[config.mk]
export PLATFORM = sky130hd
export DESIGN_NAME = ysyx_23060201_mem_arbiter
export DESIGN_NICKNAME = d
export VERILOG_FILES = /design/src/rtl/ysyx_23060201_mem_arbiter.sv
export SDC_FILE = /design/constraint.sdc
export NUM_CORES = 1
export LEC_CHECK = 0
export BUFFER_PORTS_ARGS = -buffer_cell sky130_fd_sc_hd__buf_4
export CAP_MARGIN = 20
export CORE_MARGIN = 2
export CORE_UTILIZATION = 41
export CTS_CLUSTER_DIAMETER = 150
export CTS_CLUSTER_SIZE = 8
export DETAILED_ROUTE_END_ITERATION = 10
export HOLD_SLACK_MARGIN = 0.06
export MAX_ROUTING_LAYER = met4
export PLACE_DENSITY = 0.75
export SYNTH_ARGS = -nofsm -noshare
export SYNTH_HDL_FRONTEND = slang
export SYNTH_SLANG_ARGS = --single-unit
[constraint.sdc]
create_clock -name clk -period 1.65 [get_ports clk]
set_input_delay 0.165 -clock clk [delete_from_list [all_inputs] [get_ports clk]]
set_output_delay 0.165 -clock clk [all_outputs]
set_load 0.1 [all_outputs]
[src/rtl/ysyx_23060201_mem_arbiter.sv]
// Single-port memory arbiter shared by the instruction fetch unit (IFU) and
// the load/store unit (LSU). One transaction is in flight at a time.
// LSU has fixed priority. A streak counter bounds how many LSU grants can
// pass a waiting IFU request.
module ysyx_23060201_mem_arbiter #(
  parameter int ADDR_WIDTH = 32,
  parameter int DATA_WIDTH = 32,
  parameter int MAX_STREAK = 4
) (
  input  logic                  clk,
  input  logic                  rst_n,
  // IFU request / response
  input  logic                  ifu_req_valid,
  output logic                  ifu_req_ready,
  input  logic [ADDR_WIDTH-1:0] ifu_req_addr,
  output logic                  ifu_resp_valid,
  input  logic                  ifu_resp_ready,
  output logic [DATA_WIDTH-1:0] ifu_resp_data,
  // LSU request / response
  input  logic                  lsu_req_valid,
  output logic                  lsu_req_ready,
  input  logic                  lsu_req_wen,
  input  logic [ADDR_WIDTH-1:0] lsu_req_addr,
  input  logic [DATA_WIDTH-1:0] lsu_req_wdata,
  input  logic [7:0]            lsu_req_wmask,
  output logic                  lsu_resp_valid,
  input  logic                  lsu_resp_ready,
  output logic [DATA_WIDTH-1:0] lsu_resp_rdata,
  // Shared memory port
  output logic                  mem_req_valid,
  input  logic                  mem_req_ready,
  output logic                  mem_req_wen,
  output logic [ADDR_WIDTH-1:0] mem_req_addr,
  output logic [DATA_WIDTH-1:0] mem_req_wdata,
  output logic [7:0]            mem_req_wmask,
  input  logic                  mem_resp_valid,
  output logic                  mem_resp_ready,
  input  logic [DATA_WIDTH-1:0] mem_resp_rdata,
  // Status
  output logic                  busy
);

  localparam int STREAK_W = $clog2(MAX_STREAK + 1);
  localparam logic [STREAK_W-1:0] STREAK_LIMIT = STREAK_W'(MAX_STREAK);
  localparam logic [STREAK_W-1:0] STREAK_ONE   = STREAK_W'(1);

  typedef enum logic [1:0] {
    IDLE = 2'd0,
    REQ  = 2'd1,
    WAIT = 2'd2,
    RESP = 2'd3
  } state_e;

  typedef enum logic {
    OWNER_IFU = 1'b0,
    OWNER_LSU = 1'b1
  } owner_e;

  state_e                state_q;
  owner_e                owner_q;
  logic [STREAK_W-1:0]   streak_q, streak_d;

  logic                  req_wen_q;
  logic [ADDR_WIDTH-1:0] req_addr_q;
  logic [DATA_WIDTH-1:0] req_wdata_q;
  logic [7:0]            req_wmask_q;
  logic [DATA_WIDTH-1:0] resp_data_q;

  logic                  mem_req_valid_q;
  logic                  mem_resp_ready_q;
  logic                  ifu_resp_valid_q;
  logic                  lsu_resp_valid_q;
  logic                  busy_q;

  logic                  in_idle;
  logic                  lsu_held_off;
  logic                  grant_lsu;
  logic                  grant_ifu;
  logic                  owner_resp_ready;

  // Grant decision: LSU wins unless the IFU has waited out a full streak.
  assign in_idle      = (state_q == IDLE);
  assign lsu_held_off = ifu_req_valid && (streak_q == STREAK_LIMIT);
  assign grant_lsu    = in_idle && lsu_req_valid && !lsu_held_off;
  assign grant_ifu    = in_idle && ifu_req_valid && !grant_lsu;

  assign lsu_req_ready = grant_lsu;
  assign ifu_req_ready = grant_ifu;

  assign owner_resp_ready = (owner_q == OWNER_LSU) ? lsu_resp_ready : ifu_resp_ready;

  // Streak bookkeeping: counts LSU grants taken while the IFU was waiting.
  always_comb begin
    // NOTE: the default assignment first keeps every path assigned, so no latch is inferred.
    streak_d = streak_q;
    if (grant_lsu) begin
      if (!ifu_req_valid) begin
        streak_d = '0;
      end else if (streak_q != STREAK_LIMIT) begin
        streak_d = streak_q + STREAK_ONE;
      end
    end else if (grant_ifu) begin
      streak_d = '0;
    end
  end

  // Transaction FSM with registered request fields, response data and handshake outputs.
  always_ff @(posedge clk or negedge rst_n) begin
    if (!rst_n) begin
      state_q          <= IDLE;
      owner_q          <= OWNER_IFU;
      streak_q         <= '0;
      req_wen_q        <= 1'b0;
      req_addr_q       <= '0;
      req_wdata_q      <= '0;
      req_wmask_q      <= '0;
      resp_data_q      <= '0;
      mem_req_valid_q  <= 1'b0;
      mem_resp_ready_q <= 1'b0;
      ifu_resp_valid_q <= 1'b0;
      lsu_resp_valid_q <= 1'b0;
      busy_q           <= 1'b0;
    end else begin
      // NOTE: non-blocking assignments so every register samples pre-edge values.
      streak_q <= streak_d;
      case (state_q)
        IDLE: begin
          if (grant_lsu) begin
            owner_q         <= OWNER_LSU;
            req_wen_q       <= lsu_req_wen;
            req_addr_q      <= lsu_req_addr;
            req_wdata_q     <= lsu_req_wdata;
            req_wmask_q     <= lsu_req_wmask;
            mem_req_valid_q <= 1'b1;
            busy_q          <= 1'b1;
            state_q         <= REQ;
          end else if (grant_ifu) begin
            owner_q         <= OWNER_IFU;
            req_wen_q       <= 1'b0;
            req_addr_q      <= ifu_req_addr;
            req_wdata_q     <= '0;
            req_wmask_q     <= '0;
            mem_req_valid_q <= 1'b1;
            busy_q          <= 1'b1;
            state_q         <= REQ;
          end
        end
        REQ: begin
          if (mem_req_ready) begin
            mem_req_valid_q  <= 1'b0;
            mem_resp_ready_q <= 1'b1;
            state_q          <= WAIT;
          end
        end
        WAIT: begin
          if (mem_resp_valid) begin
            // Stores still get a memory response, but report zero data upstream.
            resp_data_q      <= req_wen_q ? '0 : mem_resp_rdata;
            mem_resp_ready_q <= 1'b0;
            ifu_resp_valid_q <= (owner_q == OWNER_IFU);
            lsu_resp_valid_q <= (owner_q == OWNER_LSU);
            state_q          <= RESP;
          end
        end
        RESP: begin
          if (owner_resp_ready) begin
            ifu_resp_valid_q <= 1'b0;
            lsu_resp_valid_q <= 1'b0;
            busy_q           <= 1'b0;
            state_q          <= IDLE;
          end
        end
        default: state_q <= IDLE;
      endcase
    end
  end

  assign mem_req_valid  = mem_req_valid_q;
  assign mem_req_wen    = req_wen_q;
  assign mem_req_addr   = req_addr_q;
  assign mem_req_wdata  = req_wdata_q;
  assign mem_req_wmask  = req_wmask_q;
  assign mem_resp_ready = mem_resp_ready_q;
  assign ifu_resp_valid = ifu_resp_valid_q;
  assign lsu_resp_valid = lsu_resp_valid_q;
  assign ifu_resp_data  = resp_data_q;
  assign lsu_resp_rdata = resp_data_q;
  assign busy           = busy_q;

endmodule

# After elaboration in Yosys (flattened, before gate mapping)
# Index checks and enable logic that the tools add are counted.
[word_totals]
reg_bits = 116
latchBits = 0
ramBits = 0
rom_bits = 0
inputBits = 145
elab_cells = 80
n_memories = 0
[classes]
add_sub_neg = 1
n_mul = 0
n_div = 0
order_cmp = 0
n_eq_ne = 10
n_shift = 0
muxes = 34
bitwise_logic = 1
reduce_logical = 21
[ops]
columns = ["cell", "count"]
rows = [
  ["32-bit 2-to-1 mux", 5],
  ["8-bit 2-to-1 mux", 2],
  ["1-bit 2-to-1 mux", 12],
  ["3-bit 2-to-1 mux", 4],
  ["3-bit AND reduction", 4],
  ["2-bit 2-to-1 mux", 5],
  ["1-bit one-hot mux with 2 select lines", 5],
  ["2-bit nonzero test", 5],
  ["2-bit one-hot mux with 4 select lines", 1],
  ["2-bit inequality test (second input constant)", 3],
  ["3-bit by 2-bit inequality test with 1-bit output (second input constant)", 2],
  ["2-bit AND reduction", 3],
  ["1-bit logical AND", 5],
  ["2-bit equality test (second input constant)", 2],
  ["4-bit AND reduction", 1],
  ["3-bit by 1-bit adder with 3-bit output (second input constant)", 1],
  ["3-bit equality test (second input constant)", 1],
  ["3-bit inequality test (second input constant)", 1],
  ["2-bit by 1-bit equality test with 1-bit output (second input constant)", 1],
  ["1-bit zero test", 2],
  ["2-bit zero test", 1],
  ["1-bit inverter", 1],
]

# Longest topological paths before layout
# Gate-level depths: netlist (run 1).
[depth]
depth_word = 9
mapped_depth = 9

# Worst setup path before layout (run 1)
# OpenSTA, ideal clock, no wires.
[synth_timing]
path_type = "flip-flop to output port"
startpoint = "register state_q[0]"
endpoint = "output port ifu_req_ready"
t_arrival_ps = 2517
t_required_ps = 1485
path_slack_ps = -1032
stages_incl_launch_ff = 9
n_path_buf = 3
cell_sequence = "dfrtp_1 > inv_1 > ha_1 > buf_4 > nand2_2 > a31oi_4 > buf_12 > buf_12 > nor2_1"
[synth_via]
elab_chain_cells = 5
elab_cells_between_ends = 6
classes_between = "reduce/logical: 6"
[synth_lines]
columns = ["item", "line_no", "rtl"]
rows = [
  ["from (decl)", "59", "state_e state_q;"],
  ["from (signal assigned)", "110", "state_q <= IDLE;"],
  ["from (signal assigned)", "136", "state_q <= REQ;"],
  ["from (signal assigned)", "145", "state_q <= REQ;"],
  ["2-bit zero test", "82", "assign in_idle = (state_q == IDLE);"],
  ["1-bit logical AND (2 in a row)", "84", "assign grant_lsu = in_idle && lsu_req_valid && !lsu_held_off;"],
  ["net lsu_req_ready", "21", "output logic lsu_req_ready,"],
  ["1-bit zero test", "85", "assign grant_ifu = in_idle && ifu_req_valid && !grant_lsu;"],
  ["1-bit logical AND", "85", ""],
  ["to (decl)", "14", "output logic ifu_req_ready,"],
]
# The timed path passes the listed nets, and every way through them passes these cells.

# Final worst setup path (run 1)
[layout_timing]
startpoint = "register state_q[0]"
endpoint = "output port ifu_req_ready"
[layout_via]
elab_chain_cells = 5
elab_cells_between_ends = 6
classes_between = "reduce/logical: 6"
[layout_lines]
columns = ["item", "line_no"]
rows = [
  ["2-bit zero test (*)", "82"],
  ["1-bit logical AND (2 in a row)", "84"],
  ["1-bit zero test", "85"],
  ["1-bit logical AND (*)", "85"],
]
# Mark *: on every way between the ends. The rest lies on a longest branch, timed or not.

==> flow_summary.toml, run 1 <==
[sta]
slew_viol_final = 0
slew_headroom_pct = 57.53
fin_skew_ps = 7.597
hold_violations = 0
rsz0062_at_grt = "yes"
setup_violations = 44
fin_ws_ps = -164.7
period_needed_ps = 1815
period_share_pct = 110.0
worst_slew_pin_slew_ps = 637.1
max_freq_ghz = 0.5511
tns_ps = -2019

[clock_network]
clock-sinks = 116
clk_latency_ps = 410
htree_num_levels = 4
clkTransAtPathRegs_ps = 50
cts_buffers = 17
clockBufferDepth = 2
root_buffer = "clkbuf_16"
cts_tree = "built"

[synthesis]
synth.avg_cell_area_um2 = 9.818
synth_top_area_cell = "dfrtp_1"
synth-seq-cells = 116
yosys_warnings = 0
seq_area_frac_synth_pct = 53.17
syn-num-nets = 707
synth_top_cell_area_share_pct = 53.17
synthCells = 556
synth_area_leaders = "dfrtp_1 53%, nand2_1 11%, mux2i_1 6.2%, buf_4 4.8%, o21ai_0 4.7%"
netlist_area_mm2 = 0.005459
synth.distinct_cells = 26

[placement]
numPortBuffers = 288
hpwl_um = 10970
gp_congestion = 0.8460
dpl-instance-area_mm2 = 0.007565

[setup_path]
critical_path_class = "flip-flop to output port"
cpMaxStageDelayCell = "dfrtp_1"
cpMostUsedCell = "buf_12"
worstSetupStartpointType = "flip-flop"
cp_max_fo = 4
cp_data_arrival_time_ps = 1650
path_delay_family = "buffers and inverters"
cpPeakStageDelay_ps = 380
end_kind = "output port"
cp.required_ps = 1480
worstPathBufferInverterCount = 3
path_cells = "inv_2, ha_4, nand2_4, a31oi_4, buf_12, nor2_4, buf_12"

[final_layout]
final_common_cell = "buf_4"
nets = 1117
synthToLayoutAreaGrowth_pct = 78.29
final_cell_mix = "304 x buf_4, 156 x nand2_1, 138 x dlygate4sd3_1, 116 x dfrtp_1, 51 x o21ai_0"
drive_gt1_share_pct = 38.59
stdcell_area_mm2 = 0.009733
fin_util_pct = 74.09
fill_cells = 826

[drt]
vias = 5645
firstDrtPassIters = 6
drtIter0Drc = 323
route.detailed.drc = 0
drt_wl_total_um = 19080
wl_per_cell_um = 16.52
via_per_inst = 4.887
drtAntennaViolNets = 0

[global_routing]
grt_usage_pct = 26.98
grt_max_degree = 117
grt_pass1_wl_um = 29110
antenna_found_initial = 2
grt_pass1_vias = 5918
grt_remaining_overflow = 0

[die]
core-area_mm2 = 0.01314
die_height_um = 119.4
die_area_mm2 = 0.01425
start_util_pct = 41.55
io_pins = 289
die_w_um = 119.4
fp-row-count = 42

[flow_run]
drv_cap = 0

[min_path]
hold_class = "primary input to flip-flop"

[status]
violations = "negative setup slack"
status = "complete, but fails checks"
[flip-flops by register name, indices dropped and copies added, names as in the netlist, 2 cells and up]
name / flops
state_q: 2
mem_req_addr: 32
mem_req_wdata: 32
streak_q: 3
ifu_resp_data: 32
mem_req_wmask: 8
[area by class of cell]
cell class              count  area (um^2)  share of cell area (%)
diodes                      2        5.005                 0.05142
clock buffers              25        505.5                   5.193
clock inverters             5        25.02                  0.2571
inverters                   5        18.77                  0.1928
multi-input cells         368         2074                   21.31
flip-flops and latches    116         2903                   29.82
well taps                 176        220.2                   2.263
repair buffers            458         3981                   40.91
[worst paths after layout]
check	start	slack, ps	to	cells past startpoint
max	state_q[0]$_DFFE_PN0P_	-160	ifu_req_ready	7
min	lsu_req_valid	100	streak_q[2]$_DFFE_PN0P_	2
max reg2reg	state_q[0]$_DFFE_PN0P_	-80	mem_req_addr[11]$_DFFE_PN0P_	9
min reg2reg	ifu_resp_data[20]$_DFFE_PN0P_	500	ifu_resp_data[20]$_DFFE_PN0P_	2
max in group asynchronous	rst_n	730	ifu_resp_data[24]$_DFFE_PN0P_	3
min in group asynchronous	rst_n	410	mem_req_addr[18]$_DFFE_PN0P_	3
[through the flow]
step	worst slack [ps]	std cells	hold WS, ps
floorplan	-166.8	556	-130.6
global placement	47.50	973	292.2
detailed placement	-42.76	973	296.8
CTS	-192.4	1151	79.07
global route	-223.0	1155	105.2
finish	-164.7	1155	99.46
[worst register-to-register path, cell delays in order, from the launching register on]
cell     delay [ps]
dfrtp_1         380
inv_2            80
ha_4            180
nand2_4          60
a31oi_4         180
buf_12          150
buf_4           240
buf_6           200
nand2_1          70
o21ai_1         110
[cells by family (layout without fill, tap and decap cells)]
kind of cell	Yosys count	after routing	share of synthesized area, %
simple gates	204	204	15.77
compound gates	122	122	12.67
flops	116	116	53.17
buf+inv	72	493	10.36
mux	36	36	6.647
fa+ha+maj	6	6	1.375
other cells	0	2	0
[metal layers]
layer	part of all wire, %	global-route usage (%)
met5	0	-
met4	3.8	13.82
met3	7.1	6.034
met2	51	46.19
met1	38	29.50
[synth_stat cells]
cell type    n
o21ai_2     10
nand3_1      2
o21ai_1     51
a31o_2       1
nand2b_1    33
nor2b_1      2
clkbuf_1     9
buf_2        7
nand2_1    157
mux2i_1     34
nor2_1       8
a32o_1       1
o21ai_0     51
a21oi_1      3
buf_12       9
inv_1        5
dfrtp_1    116
a211oi_2     1
ha_1         6
buf_4       35
a21o_2       1
nand2_2      2
mux2_2       2
clkbuf_2     7
a31oi_4      1
o311ai_0     2
[what timing repair did]
| action | in CTS | in global routing |
|---|---|---|
| pin swaps | 2 | 4 |
| buffers inserted | 8 | 2 |
| resized for setup | 10 | 14 |
| cloned | 2 | 1 |
| setup endpoints to repair | 32 | 67 |
| hold buffers | 138 | 0 |
| hold endpoints to repair | 223 | 0 |
Power of run 1 is left out: the tool's default activity adds up to more than one toggle a clock period on the data nets, which glitch-free logic cannot reach.
==> inputs of run 2 (changes only) <==
--- a/config.mk
+++ b/config.mk
@@ -8,13 +8,13 @@
 export BUFFER_PORTS_ARGS = -buffer_cell sky130_fd_sc_hd__buf_4
 export CAP_MARGIN = 20
 export CORE_MARGIN = 2
-export CORE_UTILIZATION = 41
+export CORE_UTILIZATION = 30
 export CTS_CLUSTER_DIAMETER = 150
 export CTS_CLUSTER_SIZE = 8
 export DETAILED_ROUTE_END_ITERATION = 10
 export HOLD_SLACK_MARGIN = 0.06
 export MAX_ROUTING_LAYER = met4
-export PLACE_DENSITY = 0.75
+export PLACE_DENSITY = 0.57
 export SYNTH_ARGS = -nofsm -noshare
 export SYNTH_HDL_FRONTEND = slang
 export SYNTH_SLANG_ARGS = --single-unit
==> run 2 against run 1 <==
Highest routed layer unchanged. First-iteration DRC count fell by 44%. The run still ends with negative setup slack left. Design area is 2.8% higher. Sequential share of layout area shrank 0.82 points. Hold slack worse by 3.7 ps.
==> flow_summary.toml, run 2 (synthesized netlist as in run 1, its figures left out) <==
[sta]
fin_ws_ps = -198.3
slew_headroom_pct = 72.70
hold_violations = 0
max_freq_ghz = 0.5410
slew_viol_final = 0
worst_slew_pin_slew_ps = 398.1
period_share_pct = 112.0
setup_violations = 39
rsz0062_at_grt = "yes"
period_needed_ps = 1848
fin_skew_ps = 9.186

[clock_network]
clk_latency_ps = 410
clkTransAtPathRegs_ps = 60
root_buffer = "clkbuf_16"
cts_buffers = 17
clock-sinks = 116
cts_tree = "built"
htree_num_levels = 4
clockBufferDepth = 2

[final_layout]
regArea_mm2 = 0.002903
multi_input_area_mm2 = 0.002076
n_antenna_cell = 0
final_cell_mix = "307 x buf_4, 155 x nand2_1, 140 x dlygate4sd3_1, 116 x dfrtp_1, 52 x o21ai_1"
final_common_cell = "buf_4"
nets = 1129
fin_util_pct = 55.91
fill_cells = 1546
drive_gt1_share_pct = 39.56
synthToLayoutAreaGrowth_pct = 83.36

[status]
status = "complete, but fails checks"
violations = "negative setup slack"

[die]
die_area_mm2 = 0.01929
die_w_um = 138.9
fp-row-count = 49
io_pins = 289
die_height_um = 138.9
core-area_mm2 = 0.01790
start_util_pct = 30.49

[setup_path]
cp.required_ps = 1480
r2r_cells = 10
cpMostUsedCell = "buf_12"
critical_path_class = "flip-flop to output port"
cpMaxStageDelayCell = "dfrtp_1"
end_kind = "output port"
worstPathBufferInverterCount = 3
path_cells = "inv_2, ha_4, nand2_4, a31oi_4, buf_12, nor2_4, buf_12"
worstSetupStartpointType = "flip-flop"
path_delay_family = "buffers and inverters"
r2r_end = "mem_req_wdata[14]$_DFFE_PN0P_"
cp_max_fo = 5
cp_data_arrival_time_ps = 1680
cpPeakStageDelay_ps = 390
r2r_slack_ps = -60
r2r_start = "state_q[0]$_DFFE_PN0P_"

[min_path]
hold_class = "primary input to flip-flop"
holdPathStages = 2
worstHoldStart = "lsu_req_valid"
hold_end = "streak_q[2]$_DFFE_PN0P_"

[global_routing]
grt_pass1_wl_um = 28930
grt_pass1_vias = 5742
grt_remaining_overflow = 0
grt_usage_pct = 19.02
grt_max_degree = 65
antenna_found_initial = 0

[drt]
drtAntennaViolNets = 0
firstDrtPassIters = 5
vias = 5480
via_per_inst = 4.492
wl_per_cell_um = 14.77
route.detailed.drc = 0
drt_wl_total_um = 18020
drtIter0Drc = 181

[flow_run]
drv_cap = 0

[placement]
numPortBuffers = 288
hpwl_um = 11580
gp_congestion = 0.7844
-- run 2: cell types whose count changed in the layout (fill, tap and decap cells not counted), sizes merged --
cell / delta
buf: +9
diode: -2
inv: +3
clkbuf: -5
bufinv: +2
dlygate4sd3: +2
clkinvlp: +4
bufbuf: -1
-- run 2: layer usage --
layer	GRT usage [%]	routed length [um]	share of wire [%]
met3	5.076	1311	7.3
met4	7.762	488	2.7
met5	-	0	0
met2	30.26	8611	48
met1	23.03	7612	42
-- run 2: how the worst max path moves through the flow --
stage,endpoint,start,cells after the start
floorplan,ifu_req_ready,state_q[0]$_DFFE_PN0P_,8
global placement,lsu_req_ready,state_q[0]$_DFFE_PN0P_,6
detailed placement,mem_req_addr[21]$_DFFE_PN0P_,state_q[0]$_DFFE_PN0P_,6
CTS,ifu_req_ready,state_q[1]$_DFFE_PN0P_,7
global route,ifu_req_ready,state_q[0]$_DFFE_PN0P_,7
finish,ifu_req_ready,state_q[0]$_DFFE_PN0P_,7
-- run 2: layout make-up --
| class | instances | share of cell area, % |
|---|---|---|
| clock buffer | 18 | 4.387 |
| clock inverter | 14 | 1.525 |
| inverter | 5 | 0.1875 |
| multi-input combinational | 368 | 20.74 |
| sequential | 116 | 29.00 |
| tap | 229 | 2.863 |
| timing repair buffer | 470 | 41.30 |
-- run 2: per-stage QoR --
step	instances	instance area, um^2	setup TNS (ps)	worst slack (ps)	hold slack [ps]
after detailed placement	1029	7654	0	20.83	203.4
after floorplan	556	5495	-166.8	-166.8	-130.6
final	1220	10010	-1770	-198.3	95.72
after CTS	1210	9779	-2785	-223.3	73.32
after global routing	1220	10010	-5746	-274.9	91.30
after global placement	1029	7654	0	43.45	202.3
-- run 2: timing repair --
item | in CTS | in global routing
setup buffers | 8 | 7
setup endpoints to repair | 3 | 74
hold buffers | 140 | 0
hold endpoints to repair | 223 | 0
resized for setup | 7 | 28
pin swaps | 1 | 4
cloned | 1 | 3
Power of run 2 is left out for the same reason.
==> inputs of run 3 (changes only) <==
--- a/config.mk
+++ b/config.mk
@@ -12,9 +12,10 @@
 export CTS_CLUSTER_DIAMETER = 150
 export CTS_CLUSTER_SIZE = 8
 export DETAILED_ROUTE_END_ITERATION = 10
-export HOLD_SLACK_MARGIN = 0.06
+export HOLD_SLACK_MARGIN = 0.05
 export MAX_ROUTING_LAYER = met4
 export PLACE_DENSITY = 0.57
+export RECOVER_POWER = 100
 export SYNTH_ARGS = -nofsm -noshare
 export SYNTH_HDL_FRONTEND = slang
 export SYNTH_SLANG_ARGS = --single-unit
==> run 3 against run 2 <==
The run still ends with negative setup slack left. Sequential share of layout area rose by 0.12 points. Hold slack worse by 31 ps. Utilization fell by 0.23 points. Global-route usage is essentially flat. Clock skew barely moved.
==> flow_summary.toml, run 3 (synthesized netlist as in run 1, its figures left out) <==
[drt]
firstDrtPassIters = 5
route.detailed.drc = 0
vias = 5491
wl_per_cell_um = 14.79
drtAntennaViolNets = 0
drt_wl_total_um = 18030
drtIter0Drc = 177
via_per_inst = 4.505

[sta]
rsz0062_at_grt = "yes"
hold_violations = 0
period_share_pct = 112.0
max_freq_ghz = 0.5413
slew_viol_final = 0
fin_ws_ps = -197.4
worst_slew_pin_slew_ps = 826.2
fin_skew_ps = 9.179
period_needed_ps = 1847
slew_headroom_pct = 44.92
setup_violations = 39

[die]
die_height_um = 138.9
fp-row-count = 49
die_area_mm2 = 0.01929
die_w_um = 138.9
io_pins = 289
start_util_pct = 30.49
core-area_mm2 = 0.01790

[setup_path]
cpMaxStageDelayCell = "dfrtp_1"
path_cells = "inv_2, ha_4, nand2_4, a31oi_4, buf_12, nor2_4, buf_12"
cp_data_arrival_time_ps = 1680
cpPeakStageDelay_ps = 390
worstSetupStartpointType = "flip-flop"
cp_max_fo = 5
r2r_cells = 10
path_delay_family = "buffers and inverters"
critical_path_class = "flip-flop to output port"
crit_cells = 7
worstPathBufferInverterCount = 3
cp.required_ps = 1480
cpMostUsedCell = "buf_12"
end_kind = "output port"

[final_layout]
fin_cells = 1219
n_antenna_cell = 0
final_common_cell = "buf_4"
synthToLayoutAreaGrowth_pct = 82.60
fill_cells = 1552
drive_gt1_share_pct = 39.49
fin_util_pct = 55.68
nets = 1128
final_cell_mix = "305 x buf_4, 155 x nand2_1, 139 x dlygate4sd3_1, 116 x dfrtp_1, 52 x o21ai_1"

[status]
status = "complete, but fails checks"
violations = "negative setup slack"

[placement]
dp_slack_ps = 20.83
numPortBuffers = 288
gp_congestion = 0.7844
placed_cells = 1029
hpwl_um = 11580

[global_routing]
antenna_found_initial = 0
grt_remaining_overflow = 0
grt_max_degree = 65
grt_pass1_wl_um = 28860
grt_pass1_vias = 5733
grt_usage_pct = 18.97

[min_path]
holdPathStages = 3
hold_class = "primary input to flip-flop"

[clock_network]
cts_tree = "built"
clockBufferDepth = 2
htree_num_levels = 4
clkTransAtPathRegs_ps = 60
cts_buffers = 17
clk_latency_ps = 410
clock-sinks = 116
root_buffer = "clkbuf_16"

[flow_run]
drv_cap = 0
-- run 3: cell count changes in the layout (fill, tap and decap cells not counted), sizes merged --
cell	previous run	this run
buf	327	323
clkbuf	21	25
dlygate4sd3	140	139
-- run 3: repair_timing --
item	in CTS	in global routing
cloned	1	3
gates resized for setup	7	28
endpoints found under the setup margin	3	74
pin swaps	1	4
hold buffers	139	0
setup buffers	8	7
hold endpoints to repair	222	0
-- run 3: final timing paths --
path	start	endpoint	slack (ps)
min in group asynchronous	rst_n	mem_req_addr[24]$_DFFE_PN0P_	510
worst max-delay path	state_q[0]$_DFFE_PN0P_	ifu_req_ready	-200
worst max register to register	state_q[0]$_DFFE_PN0P_	mem_req_wdata[14]$_DFFE_PN0P_	-60
max in group asynchronous	rst_n	ifu_resp_data[23]$_DFFE_PN0P_	570
worst min-delay path	mem_resp_rdata[14]	ifu_resp_data[14]$_DFFE_PN0P_	60
worst min register to register	ifu_resp_data[4]$_DFFE_PN0P_	ifu_resp_data[4]$_DFFE_PN0P_	510
-- run 3: final cells by class --
type | count | area, um^2 | share of cell area [%]
timing repair buffer | 469 | 4093 | 41.06
sequential | 116 | 2903 | 29.12
multi-input combinational | 368 | 2076 | 20.82
clock buffer | 18 | 439.2 | 4.406
tap | 229 | 286.5 | 2.874
clock inverter | 14 | 152.6 | 1.531
inverter | 5 | 18.77 | 0.1883
-- run 3: tightest hold or removal path, stage by stage --
cell,delay [ps]
buf_4,110
nand2b_1,50
o21ai_0,80
-- run 3: routing by layer --
metal | vias to the layer above | part of all wire (%) | GRT usage [%]
met1 | 2554 | 42 | 22.96
met4 | 0 | 2.7 | 7.762
met2 | 256 | 48 | 30.18
met3 | 29 | 7.2 | 5.076
li1 | 2652 | - | -
met5 | - | 0 | -
-- run 3: per-stage QoR --
stage / hold WS, ps / instance area (um^2) / setup TNS (ps)
finish: 64.84 / 9968 / -1754
global route: 89.81 / 9968 / -5746
CTS: 56.35 / 9769 / -2785
detailed placement: 203.4 / 7654 / 0
global placement: 202.3 / 7654 / 0
floorplan: -130.6 / 5495 / -166.8
Power of run 3 is left out for the same reason.
